File: src/rtl/hazard_detection_unit.sv
// Stall/flush controller beside ID: load-use stalls, busywait freezes, taken-branch flushes.
// Controls are combinational from state and inputs; optional stats counters under HDU_STATS_EN.
module hazard_detection_unit #(
   parameter int REG_ADDR_W   = 5,
   parameter int FLUSH_CYCLES = 2,
   parameter int MAX_WAIT     = 63
) (
   input  logic                  CLK,
   input  logic                  RESET,
   input  logic [REG_ADDR_W-1:0] ID_RS1,
   input  logic [REG_ADDR_W-1:0] ID_RS2,
   input  logic                  ID_USES_RS1,
   input  logic                  ID_USES_RS2,
   input  logic [REG_ADDR_W-1:0] EX_RD,
   input  logic                  EX_MEM_READ,
   input  logic                  BRANCH_TAKEN,
   input  logic                  MEM_BUSYWAIT,
   output logic                  PC_HOLD,
   output logic                  IFID_HOLD,
   output logic                  IDEX_HOLD,
   output logic                  EXMEM_HOLD,
   output logic                  IDEX_BUBBLE,
   output logic                  IFID_FLUSH,
   output logic                  MEM_TIMEOUT,
   output logic [15:0]           LOAD_STALLS,
   output logic [15:0]           FLUSH_COUNT
);

   typedef enum logic [1:0] {ST_RUN, ST_MEM_WAIT, ST_FLUSH} state_t;

   localparam logic [7:0] LP_MAX_WAIT = 8'(MAX_WAIT);
   localparam logic [2:0] LP_RELOAD   = 3'(FLUSH_CYCLES - 1);

   state_t     r_state, r_saved_state;
   logic [7:0] r_wait_cnt;
   logic [2:0] r_flush_cnt;
   logic       r_timeout;

   state_t     w_eff_state, w_nxt_state, w_nxt_saved;
   logic [7:0] w_nxt_wait;
   logic [2:0] w_nxt_flush;
   logic       w_set_timeout;
   logic       w_load_use;
   logic       w_pc_hold, w_ifid_hold, w_idex_hold, w_exmem_hold, w_idex_bubble, w_ifid_flush;

   assign w_load_use = EX_MEM_READ && (EX_RD != '0) &&
                       ((ID_USES_RS1 && (ID_RS1 == EX_RD)) || (ID_USES_RS2 && (ID_RS2 == EX_RD)));

   // Once a freeze ends, behave as the state that was interrupted, in the same cycle.
   assign w_eff_state = (r_state == ST_MEM_WAIT) ? r_saved_state : r_state;

   always_comb begin
      w_nxt_state   = r_state;
      w_nxt_saved   = r_saved_state;
      w_nxt_wait    = r_wait_cnt;
      w_nxt_flush   = r_flush_cnt;
      w_set_timeout = 1'b0;
      w_pc_hold     = 1'b0;
      w_ifid_hold   = 1'b0;
      w_idex_hold   = 1'b0;
      w_exmem_hold  = 1'b0;
      w_idex_bubble = 1'b0;
      w_ifid_flush  = 1'b0;
      if (MEM_BUSYWAIT) begin
         w_pc_hold     = 1'b1;
         w_ifid_hold   = 1'b1;
         w_idex_hold   = 1'b1;
         w_exmem_hold  = 1'b1;
         w_nxt_state   = ST_MEM_WAIT;
         w_nxt_saved   = w_eff_state;
         w_nxt_wait    = (r_wait_cnt == 8'hFF) ? r_wait_cnt : r_wait_cnt + 8'd1;
         w_set_timeout = (w_nxt_wait >= LP_MAX_WAIT);
      end else begin
         w_nxt_wait  = '0;
         w_nxt_state = w_eff_state;
         if (w_eff_state == ST_FLUSH) begin
            w_ifid_flush = 1'b1;
            if (BRANCH_TAKEN) begin
               w_idex_bubble = 1'b1;
               w_nxt_flush   = LP_RELOAD;
            end else begin
               w_nxt_flush = r_flush_cnt - 3'd1;
               if (r_flush_cnt <= 3'd1) w_nxt_state = ST_RUN;
            end
         end else if (BRANCH_TAKEN) begin
            w_ifid_flush  = 1'b1;
            w_idex_bubble = 1'b1;
            if (FLUSH_CYCLES > 1) begin
               w_nxt_flush = LP_RELOAD;
               w_nxt_state = ST_FLUSH;
            end
         end else if (w_load_use) begin
            w_pc_hold     = 1'b1;
            w_ifid_hold   = 1'b1;
            w_idex_bubble = 1'b1;
         end
      end
   end

   always_ff @(posedge CLK or negedge RESET) begin
      if (!RESET) begin
         r_state       <= ST_RUN;
         r_saved_state <= ST_RUN;
         r_wait_cnt    <= '0;
         r_flush_cnt   <= '0;
         r_timeout     <= 1'b0;
      end else begin
         r_state       <= w_nxt_state;
         r_saved_state <= w_nxt_saved;
         r_wait_cnt    <= w_nxt_wait;
         r_flush_cnt   <= w_nxt_flush;
         if (w_set_timeout) r_timeout <= 1'b1;
      end
   end

   assign PC_HOLD     = RESET & w_pc_hold;
   assign IFID_HOLD   = RESET & w_ifid_hold;
   assign IDEX_HOLD   = RESET & w_idex_hold;
   assign EXMEM_HOLD  = RESET & w_exmem_hold;
   assign IDEX_BUBBLE = RESET & w_idex_bubble;
   assign IFID_FLUSH  = RESET & w_ifid_flush;
   assign MEM_TIMEOUT = r_timeout;

`ifdef HDU_STATS_EN
   logic [15:0] r_load_stalls, r_flush_count;
   logic        w_stall_evt, w_branch_evt;

   // A load-use stall is the only case raising PC_HOLD together with a bubble.
   assign w_stall_evt  = w_pc_hold && w_idex_bubble;
   assign w_branch_evt = !MEM_BUSYWAIT && BRANCH_TAKEN;

   always_ff @(posedge CLK or negedge RESET) begin
      if (!RESET) begin
         r_load_stalls <= '0;
         r_flush_count <= '0;
      end else begin
         if (w_stall_evt && r_load_stalls != 16'hFFFF) r_load_stalls <= r_load_stalls + 16'd1;
         if (w_branch_evt && r_flush_count != 16'hFFFF) r_flush_count <= r_flush_count + 16'd1;
      end
   end

   assign LOAD_STALLS = r_load_stalls;
   assign FLUSH_COUNT = r_flush_count;
`else
   assign LOAD_STALLS = '0;
   assign FLUSH_COUNT = '0;
`endif

endmodule

File: config.mk
export PLATFORM = sky130hd
export DESIGN_NAME = hazard_detection_unit
export DESIGN_NICKNAME = d
export VERILOG_FILES = /design/src/rtl/hazard_detection_unit.sv
export SDC_FILE = /design/constraint.sdc
export NUM_CORES = 1
export LEC_CHECK = 0
export BUFFER_PORTS_ARGS = -buffer_cell sky130_fd_sc_hd__buf_2
export CAP_MARGIN = 20
export CORE_MARGIN = 5
export CORE_UTILIZATION = 40
export CTS_BUF_LIST = sky130_fd_sc_hd__clkbuf_16
export DETAILED_ROUTE_END_ITERATION = 7
export PLACE_DENSITY = 0.7
export SLEW_MARGIN = 20
export SYNTH_ARGS = -nofsm -noshare
export SYNTH_HDL_FRONTEND = slang
export SYNTH_SLANG_ARGS = --single-unit
File: constraint.sdc
create_clock -name CLK -period 3.52 [get_ports CLK]
set_clock_uncertainty 0.05 [all_clocks]
set_input_delay 0.176 -clock CLK [delete_from_list [all_inputs] [get_ports CLK]]
set_output_delay 0.176 -clock CLK [all_outputs]
set_load 0.1 [all_outputs]
# == After elaboration in Yosys (flattened, before gate mapping) ==
# Index checks and enable logic that the tools add are counted.
# op_classes
addsub,2
magnitude_cmp,2
eq_ne,5
mux,23
bitwise,5
n_reduce_logical,8
# op_table
cell,count
$mux 8,2
$mux 1,12
$mux 2,6
$eq 5x5->1,2
$mux 3,3
$add 8x1->8 const B,1
$eq 8x8->1 const B,1
$ge 8x6->1 const B,1
$reduce_bool 5->1,1
$and 1x1->1,4
$logic_and 1x1->1,4
$le 3x1->1 const B,1
$sub 3x1->3 const B,1
$eq 2x1->1 const B,1
$eq 2x2->1 const B,1
$reduce_and 2->1,1
$reduce_bool 2->1,1
$logic_or 1x1->1,1
$not 1->1,1
# word_totals
reg_bits,16
input_bits,22
output_inout_bits,39
elab_cells,50

# == Depth between registers and ports, before layout ==
# Gate-level depths: netlist (run 1).
# logic_depth
word_depth,9
depth_mapped,5

# == Least setup slack after synthesis (run 1) ==
# OpenSTA, ideal clock, no wires.
# synth_timing
path_type,register -> output
start,register r_state[1]
end,output PC_HOLD
arrival_ps,3099
setup_slack_ps,195
stages_incl_launch_ff,6
n_path_buf,1
cell_sequence,dfrtp_1 -> nand2b_1 -> o31ai_4 -> or4_1 -> o22ai_1 -> buf_4
# synth_between
elab_chain_len,6
# synth_lines
element,line_no,rtl
from (decl),34,"state_t r_state, r_saved_state;"
from (signal assigned),108,r_state <= w_nxt_state;
$eq 2x1->1,50,assign w_eff_state = (r_state == ST_MEM_WAIT) ? r_saved_state : r_state;
$mux 2 (*),50,
$eq 2x2->1 (*),76,if (w_eff_state == ST_FLUSH) begin
$mux 1 (*) (2 in series),-,
$and 1x1->1 (*),-,
to (decl),18,"output logic PC_HOLD,"
# Mark *: on every way between the ends. The rest lies on a longest branch, timed or not.

# == Worst setup path after layout (run 1) ==
# layout_timing
start,input RESET
end,output PC_HOLD
# layout_between
elab_chain_len,1
# layout_lines
element,line_no,rtl
from (decl),9,"input logic RESET,"
$and 1x1->1,116,assign PC_HOLD = RESET & w_pc_hold;
# Every way passes these cells.

==> impl_metrics.py, run 1 <==
metrics = {
    "run_status": {
        "run_status": "complete, no violations",
    },
    "setup_path": {
        "path_max_fanout": 19,
        "worst_setup_path_end_kind": "output pin",
        "critical_path_class": "input port to output pin",
        "cp.arrival_ns": 2.32,
        "crit_required_ns": 3.29,
        "critPathLaunchType": "input port",
        "worst_path_max_delay_cell": "dlygate4sd3_1",
        "cp_slowest_stage_delay_ns": 0.53,
        "worst_path_most_repeated_cell": "buf_2",
        "path_cells": "dlygate4sd3_1 > buf_2 > inv_1 > or4_1 > o22ai_1 > buf_2",
    },
    "synth": {
        "synthDistinctLibCells": 39,
        "synthCells": 152,
        "seq_area_frac_synth": 0.309,
        "yosysWarningCount": 0,
        "ys_seq_elements": 16,
        "synth_area_per_cell_um2": 8.53,
        "synth_area_um2": 1300,
    },
    "sta": {
        "finalSetupViolCount": 0,
        "finalHoldViolCount": 0,
        "max_freq_ghz": 0.393,
        "period_minus_slack_ns": 2.55,
        "slew_violations": 0,
        "final.setup.tns_ns": 0,
        "post-route-period-util": 0.723,
        "holdWs_ns": 0.204,
        "rsz0062_at_grt": "false",
    },
    "cells_and_area": {
        "layout_commonest_cell": "conb_1",
        "fillerInstances": 316,
        "final_cells": 223,
        "diodes": 0,
        "drive_gt1_frac": 0.190,
        "utilization": 0.465,
        "final_nets": 205,
        "areaGrowthSynthToFinish_pct": 10.3,
        "final_cell_mix": "conb_1 (32), buf_2 (28), dfrtp_1 (16)",
    },
    "drt": {
        "drtIter0Drc": 4,
        "top_layer": "met4",
        "m1WireLength_um": 1050,
        "detail-route-antenna-nets": 0,
        "wl_met3_um": 315,
        "wl_met2_um": 1150,
        "dr.pass1.iters": 4,
        "dr_total_vias": 1033,
        "wirelength_um": 2580,
        "routedWlPerCell_um": 11.6,
        "drc": 0,
        "viasPerCell": 4.63,
    },
    "clock_tree": {
        "clock_latency_ns": 0.25,
        "cts_num_sinks": 16,
        "cts_tree": "built",
        "h-tree-depth": 1,
        "clk_pin_slew_ns": 0.05,
        "cts_root_buffer": "clkbuf_16",
        "cts_resized": 0,
        "cts_buffer_depth": 2,
        "cts_inserted_buffers": 3,
    },
    "floorplan": {
        "dieArea_um2": 4480,
        "initial_utilization": 0.421,
        "core_area_um2": 3080,
        "fp-row-count": 20,
        "die_h_um": 66.9,
        "die_w_um": 66.9,
        "io_pins": 61,
    },
    "grt": {
        "grt_pass1_wl_um": 3870,
        "grt.total_usage": 0.115,
        "overflow": 0,
        "grt_pass1_vias": 878,
        "grt_max_degree": 20,
        "antenna_found_initial": 0,
    },
    "job": {
        "maxCapViolations": 0,
    },
    "placed_design": {
        "hpwl_um": 1970,
        "port-buffer-count": 28,
        "gp_congestion": 0.742,
        "dp_cells": 218,
    },
    "worst_hold_path": {
        "hp-class": "input port to flop",
    },
    "power": {
        "pwr_density_cell_nw_per_um2": 506,
        "ir_drop_uv": 291,
        "leakage_nw": 0.705,
    },
}
## registers in the layout, indices dropped and copies added (netlist names)
register / cells
r_wait_cnt: 8
r_state: 2
r_saved_state: 2
r_flush_cnt: 3
MEM_TIMEOUT: 1
## metal layers
metal | global-route usage | vias to the layer above
met5 | 0 | -
met4 | 0.0759 | 0
met3 | 0.0287 | 4
met2 | 0.191 | 45
met1 | 0.129 | 470
li1 | - | 514
## stage by stage
stage | setup slack, ns | power, mW | area [um^2]
after CTS | 0.963 | 0.729 | 1430
after global placement | 1.51 | 0.499 | 1340
after detailed placement | 1.50 | 0.502 | 1340
after floorplan | 0.195 | 0.493 | 1410
final | 0.975 | 0.724 | 1430
after global routing | 0.767 | 0.752 | 1430
## where the power goes
part	total [mW]	switching (mW)	internal, mW
clock	0.224	0.0729	0.151
combinational	0.280	0.235	0.0455
sequential	0.220	0.0171	0.203
total	0.724	0.325	0.399
## critical path, delay by kind of cell
kind,cells,cell delay [ns]
AO/OA/AOI/OAI,1,0.15
buffers and inverters,4,1.49
AND/OR/NAND/NOR,1,0.51
## cells in the mapped netlist (all sizes together)
| master | count | area [um^2] |
|---|---|---|
| o21a | 1 | 7.51 |
| nand4b | 1 | 8.76 |
| nand2 | 10 | 37.5 |
| nand4 | 4 | 25.0 |
| buf | 34 | 255 |
| nand2b | 1 | 6.26 |
| and3 | 2 | 12.5 |
| o211ai | 1 | 7.51 |
| inv | 10 | 37.5 |
| xor2 | 9 | 78.8 |
| a31oi | 5 | 31.3 |
| a41oi | 1 | 8.76 |
| clkbuf | 3 | 11.3 |
| nor3 | 1 | 5.00 |
| a21o | 2 | 15.0 |
| a32oi | 1 | 8.76 |
| o31ai | 2 | 28.8 |
| a21oi | 5 | 25.0 |
| xnor2 | 4 | 35.0 |
| nor4 | 2 | 18.8 |
| dfrtp | 16 | 400 |
| nand3 | 2 | 10.0 |
| a221oi | 1 | 8.76 |
| o21ai | 7 | 35.0 |
| o22ai | 1 | 6.26 |
| o311a | 1 | 10.0 |
| o2bb2ai | 1 | 8.76 |
| a211o | 1 | 8.76 |
| conb | 1 | 3.75 |
| nor2 | 13 | 48.8 |
| and2 | 2 | 12.5 |
| ha | 3 | 37.5 |
| o41ai | 1 | 16.3 |
| or4 | 2 | 15.0 |
| mux2i | 1 | 10.0 |
## logic make-up (layout without fill, tap and decap cells)
logic type | Yosys count | after routing | synth area share
AO/OA/AOI/OAI | 31 | 31 | 0.175
XOR/XNOR | 13 | 13 | 0.0878
adder cells (fa/ha/maj) | 3 | 3 | 0.0290
buffers and inverters | 47 | 43 | 0.235
flip-flops | 16 | 16 | 0.309
multiplexers | 1 | 1 | 0.00772
other | 1 | 32 | 0.00289
AND/OR/NAND/NOR | 40 | 40 | 0.154
## worst paths after layout
path                       slack, ns             end            from  depth (start not counted)
min reg2reg                     0.44  r_flush_cnt[1]  r_flush_cnt[1]                          1
max reg2reg                     1.94     MEM_TIMEOUT   r_wait_cnt[0]                          5
min                             0.20      r_state[0]    BRANCH_TAKEN                          2
min in group asynchronous       0.35   r_wait_cnt[2]           RESET                          2
max                             0.97         PC_HOLD           RESET                          6
max in group asynchronous       2.78  r_flush_cnt[2]           RESET                          2
## cell type report
| class | instances | area, um^2 | area share |
|---|---|---|---|
| sequential | 16 | 400 | 0.280 |
| timing repair buffer | 29 | 150 | 0.105 |
| tap | 44 | 55.1 | 0.0385 |
| clock inverter | 1 | 3.75 | 0.00262 |
| clock buffer | 3 | 75.1 | 0.0525 |
| inverter | 10 | 37.5 | 0.0262 |
| multi-input combinational | 120 | 708 | 0.495 |
## repair_timing
action	4_1_cts	5_1_grt
hold endpoints to repair	16	0
hold buffers	1	0
setup buffers	0	0
No activity file was read; power rests on OpenSTA's default activity.
==> run 2, diff against run 1 <==
PLACE_DENSITY = 0.73   (was 0.7)
clock period = 2.2 ns   (was 3.52 ns; I/O delays follow)
==> impl_metrics.py, run 2 (synthesis gave the netlist of run 1 again) <==
metrics = {
    "placed_design": {
        "hpwl_um": 2080,
        "gp_congestion": 0.789,
        "post_dp_cell_area_um2": 1390,
        "port-buffer-count": 28,
        "dp_cells": 221,
        "dpl_worst_slack_ns": 0.347,
    },
    "sta": {
        "holdWs_ns": 0.122,
        "post-route-period-util": 0.949,
        "max_freq_ghz": 0.479,
        "slew_violations": 0,
        "finalHoldViolCount": 0,
        "setup_ws_ns": 0.113,
        "rsz0062_at_grt": "false",
        "period_minus_slack_ns": 2.09,
        "finalSetupViolCount": 0,
    },
    "clock_tree": {
        "h-tree-depth": 1,
        "cts_root_buffer": "clkbuf_16",
        "clock_latency_ns": 0.25,
        "clk_pin_slew_ns": 0.05,
        "cts_buffer_depth": 2,
        "cts_resized": 0,
        "hold_buffers": 1,
        "cts_tree": "built",
        "cts_inserted_buffers": 3,
        "cts_num_sinks": 16,
        "postCtsSetupBuffers": 0,
    },
    "drt": {
        "drc": 0,
        "dr_total_vias": 1028,
        "wirelength_um": 2630,
        "viasPerCell": 4.55,
        "detail-route-antenna-nets": 0,
        "dr.pass1.iters": 4,
        "routedWlPerCell_um": 11.6,
        "drtIter0Drc": 17,
    },
    "setup_path": {
        "reg2reg_to": "MEM_TIMEOUT",
        "endpoint": "IFID_HOLD",
        "critPathLaunchType": "input port",
        "cp_slowest_stage_delay_ns": 0.52,
        "ff2ff_setup_slack_ns": 0.65,
        "worst-path-stages": 6,
        "rr_worst_depth": 5,
        "worst_path_most_repeated_cell": "buf_2",
        "cp.arrival_ns": 1.93,
        "critical_path_class": "input port to output pin",
        "path_max_fanout": 3,
        "worst_setup_path_end_kind": "output pin",
        "r2r_start": "r_wait_cnt[0]",
        "path_cells": "dlygate4sd3_1 > buf_2 > inv_1 > or4_1 > o22ai_2 > buf_2",
        "critical_path_buf_inv_count": 4,
        "critPathLaunch": "RESET",
        "crit_family": "buffers and inverters",
        "crit_required_ns": 2.04,
        "worst_path_max_delay_cell": "dlygate4sd3_1",
    },
    "power": {
        "leakage_nw": 0.732,
        "pwr_density_cell_nw_per_um2": 796,
        "ir_drop_uv": 370,
    },
    "cells_and_area": {
        "reg.largest.list": "r_wait_cnt (8), r_flush_cnt (3)",
        "final_nets": 208,
        "largest_reg_flops": 8,
        "design_area_um2": 1480,
        "final_cells": 226,
        "layout_commonest_cell": "conb_1",
        "drive_gt1_frac": 0.220,
        "largest-register": "r_wait_cnt",
        "diodes": 0,
        "final_cell_mix": "conb_1 (32), buf_2 (28), dfrtp_1 (16)",
        "areaGrowthSynthToFinish_pct": 13.8,
    },
    "floorplan": {
        "fp-row-count": 20,
        "io_pins": 61,
        "initial_utilization": 0.421,
        "core_area_um2": 3080,
        "die_w_um": 66.9,
        "dieArea_um2": 4480,
        "die_h_um": 66.9,
    },
    "grt": {
        "grt_pass1_wl_um": 3870,
        "antenna_found_initial": 0,
        "grt_max_degree": 19,
        "grt.total_usage": 0.113,
        "grt_pass1_vias": 902,
        "overflow": 0,
    },
    "run_status": {
        "run_status": "complete, no violations",
    },
    "worst_hold_path": {
        "hp-class": "input port to flop",
        "holdPathStages": 2,
    },
    "job": {
        "maxCapViolations": 0,
    },
}
[run 2: metal layers]
| metal | vias up | wire, um | global-route usage |
|---|---|---|---|
| met4 | 0 | 9 | 0.0380 |
| met5 | - | 0 | 0 |
| met1 | 472 | 1100 | 0.131 |
| li1 | 514 | - | - |
| met2 | 40 | 1210 | 0.198 |
| met3 | 2 | 299 | 0.0287 |
[run 2: worst min-delay path by stage]
stage | end | start | slack, ns
6_report | r_state[0] | BRANCH_TAKEN | 0.12
5_1_grt | r_state[0] | BRANCH_TAKEN | 0.16
4_1_cts | r_state[0] | BRANCH_TAKEN | 0.12
3_5_place_dp | r_wait_cnt[3] | RESET | 0.06
3_3_place_gp | r_wait_cnt[3] | RESET | 0.07
2_1_floorplan | MEM_TIMEOUT | RESET | -0.24
[run 2: cell type report]
type	count	area, um^2
inverters	10	37.5
multi-input cells	120	731
clock inverters	1	3.75
well taps	44	55.1
clock buffers	3	75.1
repair buffers	32	173
flip-flops and latches	16	400
fillers	315	1600
[run 2: per-stage QoR]
step | setup TNS, ns | total power, mW | utilization
after CTS | 0 | 1.18 | 0.479
after detailed placement | 0 | 0.818 | 0.450
after global routing | 0 | 1.22 | 0.479
final | 0 | 1.17 | 0.479
after global placement | 0 | 0.814 | 0.450
after floorplan | -0.328 | 0.795 | -
[run 2: where the power goes]
group,total (mW),switching [mW],internal [mW]
combinational,0.463,0.381,0.0814
sequential,0.353,0.0286,0.324
clock,0.359,0.117,0.241
==> run 3, diff against run 2 <==
PLACE_DENSITY = not set   (was 0.73)
PLACE_DENSITY_LB_ADDON = 0.2   (was not set)
SLEW_MARGIN = not set   (was 20)
==> impl_metrics.py, run 3 (synthesis gave the netlist of run 1 again) <==
metrics = {
    "drt": {
        "drtIter0Drc": 32,
        "drc": 0,
        "detail-route-antenna-nets": 0,
        "routedWlPerCell_um": 12.0,
        "dr_total_vias": 1048,
        "viasPerCell": 4.68,
        "dr.pass1.iters": 5,
        "wirelength_um": 2700,
    },
    "cells_and_area": {
        "largest-register": "r_wait_cnt",
        "seqCellArea_um2": 400,
        "drive_gt1_frac": 0.211,
        "final_nets": 206,
        "utilization": 0.479,
        "reg.largest.list": "r_wait_cnt (8), r_flush_cnt (3)",
        "final_cell_mix": "conb_1 (32), buf_2 (27), dfrtp_1 (16)",
        "diodes": 0,
        "areaGrowthSynthToFinish_pct": 13.8,
        "fillerInstances": 317,
        "multi_input_area_um2": 731,
        "design_area_um2": 1480,
        "largest_reg_flops": 8,
        "layout_commonest_cell": "conb_1",
    },
    "floorplan": {
        "io_pins": 61,
        "die_h_um": 66.9,
        "fp-row-count": 20,
        "initial_utilization": 0.421,
        "core_area_um2": 3080,
        "dieArea_um2": 4480,
        "die_w_um": 66.9,
    },
    "clock_tree": {
        "clk_pin_slew_ns": 0.05,
        "cts_inserted_buffers": 3,
        "cts_tree": "built",
        "h-tree-depth": 1,
        "cts_num_sinks": 16,
        "cts_root_buffer": "clkbuf_16",
        "cts_resized": 0,
        "cts_buffer_depth": 2,
        "clock_latency_ns": 0.24,
        "postCtsSetupBuffers": 0,
        "hold_buffers": 1,
    },
    "power": {
        "seqPwrFrac": 0.303,
        "intPower_uw": 644,
        "pwr-share-clk": 0.301,
        "p_total_mw": 1.16,
        "switching_share": 0.446,
        "leakage_nw": 0.725,
        "ir_drop_uv": 326,
        "switchingPower_uw": 517,
        "pwr_density_cell_nw_per_um2": 787,
        "power_frac_comb": 0.396,
    },
    "grt": {
        "antenna_found_initial": 0,
        "grt.total_usage": 0.116,
        "grt_max_degree": 19,
        "grt_pass1_vias": 930,
        "overflow": 0,
        "grt_pass1_wl_um": 4000,
    },
    "job": {
        "maxCapViolations": 0,
    },
    "setup_path": {
        "cp.arrival_ns": 1.94,
        "path_max_fanout": 9,
        "worst_setup_path_end_kind": "output pin",
        "crit_required_ns": 2.04,
        "critPathLaunchType": "flop",
        "ff2ff_setup_slack_ns": 0.58,
        "critical_path_class": "flop to output pin",
    },
    "placed_design": {
        "port-buffer-count": 28,
        "hpwl_um": 2210,
        "post_dp_cell_area_um2": 1390,
        "gp_congestion": 0.835,
    },
    "sta": {
        "rsz0062_at_grt": "false",
        "holdWs_ns": 0.121,
        "max_freq_ghz": 0.475,
        "finalHoldViolCount": 0,
        "finalSetupViolCount": 0,
        "slew_violations": 0,
        "post-route-period-util": 0.957,
        "period_minus_slack_ns": 2.10,
    },
    "worst_hold_path": {
        "hp-class": "input port to flop",
    },
    "run_status": {
        "run_status": "complete, no violations",
    },
}
## run 3: cell count changes in the layout (fill, tap and decap cells not counted)
| cell | before | now |
|---|---|---|
| buf_12 | 0 | 1 |
| buf_4 | 3 | 1 |
| buf_2 | 28 | 27 |
## run 3: worst paths after layout
| check | start | depth (start not counted) | end |
|---|---|---|---|
| setup / recovery | r_state[1] | 5 | IFID_HOLD |
| hold / removal | BRANCH_TAKEN | 2 | r_state[0] |
| setup reg to reg | r_wait_cnt[0] | 5 | MEM_TIMEOUT |
| hold reg to reg | r_flush_cnt[1] | 1 | r_flush_cnt[1] |
| max in group asynchronous | RESET | 3 | r_state[0] |
| min in group asynchronous | RESET | 3 | r_wait_cnt[5] |
## run 3: cell type report
type,count,share of cell area
well taps,44,0.0373
inverters,10,0.0254
multi-input cells,120,0.495
clock inverters,1,0.00254
flip-flops and latches,16,0.271
clock buffers,3,0.0509
repair buffers,30,0.117
## run 3: layer usage
metal | vias to the layer above | track usage | wire length (um)
met3 | 2 | 0.0287 | 308
met5 | - | 0 | 0
met1 | 478 | 0.137 | 1080
met2 | 53 | 0.204 | 1300
li1 | 515 | - | -
met4 | 0 | 0.0380 | 8
## run 3: critical path, stage by stage (launching register included)
cell      delay, ns
dfrtp_1        0.44
nand2b_1       0.15
o31ai_4        0.13
or4_1          0.43
o22ai_2        0.11
buf_2          0.45
## run 3: stage by stage
step	setup TNS [ns]	instances	worst slack, ns
global route	0	224	0.00160
detailed placement	0	219	0.347
CTS	0	224	0.0789
global placement	0	219	0.370
floorplan	-0.328	183	-0.328
finish	0	224	0.0952
## run 3: power by group through the flow
stage                     clock network [mW]  logic, mW  registers, mW
after floorplan                            0      0.443          0.351
after detailed placement                   0      0.458          0.357
after global routing                   0.374      0.485          0.357
after global placement                     0      0.452          0.355
final                                  0.349      0.460          0.352
after CTS                              0.361      0.460          0.352
